### config.mk
export PLATFORM = sky130hd
export DESIGN_NAME = aes_host_seq
export DESIGN_NICKNAME = d
export VERILOG_FILES = /design/src/rtl/aes_pkg.sv /design/src/rtl/aes_byte_ser.sv /design/src/rtl/aes_host_seq.sv
export SDC_FILE = /design/constraint.sdc
export NUM_CORES = 1
export LEC_CHECK = 0
export ABC_CLOCK_PERIOD_IN_PS = 60600
export BUFFER_PORTS_ARGS = -buffer_cell sky130_fd_sc_hd__buf_2
export CORE_MARGIN = 2
export CORE_UTILIZATION = 40
export CTS_CLUSTER_SIZE = 12
export DETAILED_ROUTE_END_ITERATION = 10
export GPL_TIMING_DRIVEN = 0
export SLEW_MARGIN = 20
export SYNTH_ARGS = -nofsm -noshare
export SYNTH_HDL_FRONTEND = slang
export SYNTH_SLANG_ARGS = --single-unit
### constraint.sdc
create_clock -name i_clk -period 60.6 [get_ports i_clk]
set_clock_uncertainty 0.05 [all_clocks]
set_input_delay 12.12 -clock i_clk [delete_from_list [all_inputs] [get_ports i_clk]]
set_output_delay 12.12 -clock i_clk [all_outputs]
set_load 0.05 [all_outputs]
### src/rtl/aes_pkg.sv
// Shared encodings for the host-side AES command sequencer: cipher command codes,
// block size and the sequencer state enumeration.
package aes_pkg;

    localparam logic [1:0] CMD_ID = 2'b00;
    localparam logic [1:0] CMD_ST = 2'b01;
    localparam logic [1:0] CMD_SK = 2'b10;
    localparam logic [1:0] CMD_SP = 2'b11;

    localparam int BLK_BYTES = 16;

    typedef enum logic [3:0] {
        S_IDLE,
        S_LDP_HDR,
        S_LDP_DAT,
        S_GAP1,
        S_LDK_HDR,
        S_LDK_DAT,
        S_GAP2,
        S_START,
        S_WAIT,
        S_COLLECT
    } state_t;

endpackage

### src/rtl/aes_byte_ser.sv
// 128-bit to byte serializer, least-significant byte first. Shared by the
// plaintext and key load phases; load wins over shift.
module aes_byte_ser (
    input  logic         i_clk,
    input  logic         i_rst,
    input  logic         i_load,
    input  logic         i_shift,
    input  logic [127:0] i_data,
    output logic [7:0]   o_byte
);

    logic [127:0] r_sh;

    always_ff @(posedge i_clk or posedge i_rst) begin
        if (i_rst) begin
            r_sh <= '0;
        end else if (i_load) begin
            r_sh <= i_data;
        end else if (i_shift) begin
            r_sh <= {8'h00, r_sh[127:8]};
        end
    end

    assign o_byte = r_sh[7:0];

endmodule

### src/rtl/aes_host_seq.sv
// Host-side initiator for the byte-serial AES cipher: loads plaintext and key,
// starts the cipher, then gathers the 16 ciphertext bytes into one 128-bit word.
module aes_host_seq
    import aes_pkg::*;
#(
    parameter int GAP_CYC = 2,
    parameter int ST_CYC  = 2,
    parameter int TMO_W   = 16
) (
    input  logic         i_clk,
    input  logic         i_rst,
    input  logic         i_start,
    input  logic         i_key_reuse,
    input  logic [127:0] i_pt,
    input  logic [127:0] i_key,
    output logic [1:0]   o_cmd,
    output logic [7:0]   o_din,
    input  logic         i_ok,
    input  logic         i_ready,
    input  logic [7:0]   i_dout,
    output logic         o_busy,
    output logic         o_done,
    output logic         o_err,
    output logic [127:0] o_ct
);

    localparam logic [7:0]       GAP_LAST  = 8'(GAP_CYC - 1);
    localparam logic [7:0]       ST_LAST   = 8'(ST_CYC - 1);
    localparam logic [7:0]       BYTE_LAST = 8'(BLK_BYTES - 1);
    localparam logic [TMO_W-1:0] TMO_LAST  = {{(TMO_W-1){1'b1}}, 1'b0};

    state_t           r_state;
    logic [7:0]       r_cnt;
    logic [TMO_W-1:0] r_tmo;
    logic [127:0]     r_key;
    logic [127:0]     r_ct_sh;
    logic             r_reuse;
    logic             r_key_loaded;

    logic             w_ser_load;
    logic             w_ser_shift;
    logic [127:0]     w_ser_data;
    logic [7:0]       w_ser_byte;
    logic [127:0]     w_ct_next;

    // Serializer holds plaintext from the start edge; key is reloaded during GAP1.
    assign w_ser_load  = (r_state == S_IDLE) || (r_state == S_GAP1);
    assign w_ser_data  = (r_state == S_IDLE) ? i_pt : r_key;
    assign w_ser_shift = (r_state == S_LDP_HDR) || (r_state == S_LDP_DAT) ||
                         (r_state == S_LDK_HDR) || (r_state == S_LDK_DAT);

    aes_byte_ser u_ser (
        .i_clk   (i_clk),
        .i_rst   (i_rst),
        .i_load  (w_ser_load),
        .i_shift (w_ser_shift),
        .i_data  (w_ser_data),
        .o_byte  (w_ser_byte)
    );

    always_comb begin
        w_ct_next = r_ct_sh;
        w_ct_next[{r_cnt[3:0], 3'b000} +: 8] = i_dout;
    end

    always_ff @(posedge i_clk or posedge i_rst) begin
        if (i_rst) begin
            r_state      <= S_IDLE;
            r_cnt        <= '0;
            r_tmo        <= '0;
            r_key        <= '0;
            r_ct_sh      <= '0;
            r_reuse      <= 1'b0;
            r_key_loaded <= 1'b0;
            o_cmd        <= CMD_ID;
            o_din        <= '0;
            o_busy       <= 1'b0;
            o_done       <= 1'b0;
            o_err        <= 1'b0;
            o_ct         <= '0;
        end else begin
            o_done <= 1'b0;
            o_err  <= 1'b0;
            case (r_state)
                S_IDLE: begin
                    o_cmd <= CMD_ID;
                    o_din <= '0;
                    if (i_start) begin
                        r_key   <= i_key;
                        r_reuse <= i_key_reuse;
                        o_busy  <= 1'b1;
                        o_cmd   <= CMD_SP;
                        r_state <= S_LDP_HDR;
                    end
                end
                S_LDP_HDR, S_LDK_HDR: begin
                    o_din   <= w_ser_byte;
                    r_cnt   <= '0;
                    r_state <= (r_state == S_LDP_HDR) ? S_LDP_DAT : S_LDK_DAT;
                end
                S_LDP_DAT, S_LDK_DAT: begin
                    if (r_cnt == BYTE_LAST) begin
                        if (r_state == S_LDK_DAT) r_key_loaded <= 1'b1;
                        o_cmd   <= CMD_ID;
                        o_din   <= '0;
                        r_cnt   <= '0;
                        r_state <= (r_state == S_LDP_DAT) ? S_GAP1 : S_GAP2;
                    end else begin
                        o_din <= w_ser_byte;
                        r_cnt <= r_cnt + 8'd1;
                    end
                end
                S_GAP1, S_GAP2: begin
                    if (r_cnt == GAP_LAST) begin
                        r_cnt <= '0;
                        if (r_state == S_GAP1 && !(r_reuse && r_key_loaded)) begin
                            o_cmd   <= CMD_SK;
                            r_state <= S_LDK_HDR;
                        end else begin
                            o_cmd   <= CMD_ST;
                            r_tmo   <= '0;
                            r_state <= S_START;
                        end
                    end else begin
                        r_cnt <= r_cnt + 8'd1;
                    end
                end
                S_START: begin
                    if (r_cnt == ST_LAST) begin
                        o_cmd   <= CMD_ID;
                        r_cnt   <= '0;
                        r_tmo   <= '0;
                        r_state <= S_WAIT;
                    end else begin
                        r_cnt <= r_cnt + 8'd1;
                    end
                end
                S_WAIT: begin
                    if (i_ready) begin
                        // A byte arriving together with ready is byte 0.
                        r_tmo   <= '0;
                        r_state <= S_COLLECT;
                        if (i_ok) begin
                            r_ct_sh <= w_ct_next;
                            r_cnt   <= 8'd1;
                        end
                    end else if (r_tmo == TMO_LAST) begin
                        o_err   <= 1'b1;
                        o_busy  <= 1'b0;
                        r_state <= S_IDLE;
                    end else begin
                        r_tmo <= r_tmo + 1'b1;
                    end
                end
                S_COLLECT: begin
                    if (i_ok) begin
                        r_tmo   <= '0;
                        r_ct_sh <= w_ct_next;
                        if (r_cnt == BYTE_LAST) begin
                            o_ct    <= w_ct_next;
                            o_done  <= 1'b1;
                            o_busy  <= 1'b0;
                            r_cnt   <= '0;
                            r_state <= S_IDLE;
                        end else begin
                            r_cnt <= r_cnt + 8'd1;
                        end
                    end else if (r_tmo == TMO_LAST) begin
                        o_err   <= 1'b1;
                        o_busy  <= 1'b0;
                        r_cnt   <= '0;
                        r_state <= S_IDLE;
                    end else begin
                        r_tmo <= r_tmo + 1'b1;
                    end
                end
                default: r_state <= S_IDLE;
            endcase
        end
    end

endmodule

==> flow_summary.ini <==
[clock_network]
cts_resized = 0
clock_latency_ns = 0.64
cts_hold_buffers = 0
clkTransAtPathRegs_ns = 0.06
clockBufferDepth = 3
cts_tree = yes
cts.root.buffer_cell = clkbuf_16
post-cts-setup-buffers = 0
clock-sinks = 555
cts.htree.levels = 2
numCtsBuffers = 60

[worst_setup_path]
path_class = in -> reg
critical_path.cell_chain = buf_2 -> nor4bb_1 -> and2_1 -> and2_1 -> clkbuf_1 -> clkbuf_1 -> clkbuf_1 -> a21oi_1
crit_path_frequent_cell = clkbuf_1
endpoint_kind = register
crit_family = buffers and inverters
critPathMaxStageDelay_ns = 0.70
ff2ff_setup_slack_ns = 56.68
critical_path_required_ns = 61.02
worst_path_max_delay_cell = clkbuf_1
start_kind = primary input
path_max_fanout = 10
arrival_ns = 15.15
path_buf_inv = 4

[power]
p_int_mw = 0.855
swShare_pct = 36.0
power_density_nw_per_um2 = 45.8
comb_power_share_pct = 32.3
seqPwrFrac_pct = 39.9
power_switching_mw = 0.481
power_mw = 1.34
power_leakage_nw = 14.8
clock_power_share_pct = 27.8
ir_drop_mv = 0.0278

[global_route]
grt.total_usage_pct = 23.3
antenna_found_initial = 48
grt_first_pass_wirelength_um = 112000
overflow = 0
grt_max_degree = 107
grt_pass1_vias = 19100

[status]
failed_checks = design-rule violations
outcome = finished, violations left

[timing]
setup_tns_ns = 0
fmax_mhz = 67.9
post-route-period-util_pct = 24.3
hold_viol_final = 0
max_slew_margin_pct = 37.2
setup_viol = 0
fin_crit_ns = 14.73
tightestPinTransition_ns = 0.942
rsz0062_at_grt = no
fin_ws_ns = 45.87
drv_slew = 0

[cells_and_area]
drive_gt1_share_pct = 30.6
layout_commonest_cell = dfrtp_1
area_growth_syn_to_layout_pct = 22.0
postLayoutCoreUtil_pct = 49.4
nNetsFinal = 2775
final_cell_area_um2 = 29200
multiInputGateArea_um2 = 9400
register_area_um2 = 13900
layout_common_cells = dfrtp_1, buf_2, nand2_1
fillCellCount = 5450

[routing]
firstDrtPassIters = 11
vias = 18500
drt_iter0_drc = 1798
ant_nets = 0
routed_wl_um = 72700
drc = 3
wl_per_cell_um = 21.8
via_per_inst = 5.52

[flow_run]
drv_cap = 0

[synthesis]
synthFlopType = dfrtp_1
synth_nets = 2298
synth_cells = 2021
synth_top_area_cell = dfrtp_1
synth-edff-count = 0
syn_area_um2 = 23900
synth_cell_types = 66
avgSynthCellArea_um2 = 11.8
ys_top_cells_by_area = dfrtp_1, mux2_2, a222oi_1, mux2i_1, nand2_1
synth_top_area_share_pct = 58.1
yosysWarnings = 0
synth_seq_cells = 555
ys_seq_area_share_pct = 58.1
async_flop_share_pct = 100

[floorplanning]
num_io_pins = 411
die_h_um = 248
num_rows = 89
die_x_um = 248
die_area_um2 = 61700
start_util_pct = 40.5
core_um2 = 59000

[hold_path]
hold_class = reg -> reg

[placed_design]
gp_congestion = 0.894
place.detailed.hpwl_um = 54400
io_buffers = 410
pre_cts_ws_ns = 45.26
placed_area_um2 = 27100
## state kept, by name (all words and copies together), names as in the netlist
name and flops:
r_tmo 16, u_ser.r_sh 128, o_ct 128, o_cmd 2, r_state 4, o_din 8, r_ct_sh 128, r_key 128
r_cnt 8, r_key_loaded 1, o_done 1, o_busy 1, o_err 1, r_reuse 1
## stage by stage
stage          hold WS [ns]  cells
4_1_cts               0.431   3314
2_1_floorplan         0.394   2021
6_report              0.430   3340
3_3_place_gp          0.408   3204
3_5_place_dp          0.417   3209
5_1_grt               0.448   3334
## routing by layer
layer,wire [um],up-vias,share of wire (%),GRT usage (%)
met2,35500,738,49,38.7
met3,5970,167,8.2,6.94
met1,28600,9187,39,28.3
li1,-,8320,-,-
met5,242,-,0.33,0.0772
met4,2400,40,3.3,9.22
## synth_stat cells, types with 3 or more instances
cell type	n
mux2_2	240
o21ai_0	32
nand2b_1	7
dfrtp_1	555
nor2b_1	23
nor3_1	8
o21ai_1	4
buf_1	13
or3_1	4
nand4_1	9
a21oi_1	127
ha_1	7
and2_1	13
nand2_1	266
nand3_1	27
a22o_1	20
a21o_1	3
nand3b_1	4
or2_2	3
mux2_1	33
xnor2_1	14
buf_2	10
and3_1	24
nor2_1	151
mux2i_1	106
inv_1	15
a222oi_1	120
a31oi_1	4
a211oi_1	8
clkbuf_1	121
## power by group through the flow
stage,Clock [mW],Sequential (mW),Combinational (mW)
floorplan,0,0.523,0.303
global placement,0,0.536,0.417
detailed placement,0,0.536,0.431
CTS,0.379,0.531,0.432
global route,0.397,0.542,0.477
finish,0.372,0.532,0.432
## logic make-up (layout without fill, tap and decap cells)
| kind of cell | Yosys count | after routing | share of synthesized area (%) |
|---|---|---|---|
| simple gates | 560 | 560 | 10.3 |
| flops | 555 | 555 | 58.1 |
| mux | 379 | 379 | 17.3 |
| compound gates | 344 | 344 | 10.7 |
| buf+inv | 161 | 681 | 2.64 |
| xor+xnor | 15 | 15 | 0.550 |
| fa+ha+maj | 7 | 7 | 0.366 |
| other cells | 0 | 26 | 0 |
## worst paths after layout
check / to / startpoint / depth (start not counted)
worst max register to register: r_ct_sh[81] / r_cnt[0] / 10
worst min-delay path: o_ct[31] / o_ct[31] / 1
worst max-delay path: o_ct[93] / i_ok / 8
max in group asynchronous: r_key[110] / i_rst / 4
min in group asynchronous: o_ct[37] / i_rst / 2
worst min register to register: o_ct[31] / o_ct[31] / 1
## final cells by class
| type | instances | share of cell area (%) |
|---|---|---|
| diodes | 26 | 0.223 |
| plain buffers | 146 | 1.97 |
| clock buffers | 88 | 6.09 |
| clock inverters | 17 | 0.815 |
| inverters | 15 | 0.219 |
| multi-input cells | 1305 | 32.2 |
| flip-flops and latches | 555 | 47.6 |
| well taps | 773 | 3.32 |
| repair buffers | 415 | 7.51 |
Note: power is estimated with default switching activity, not from simulation.
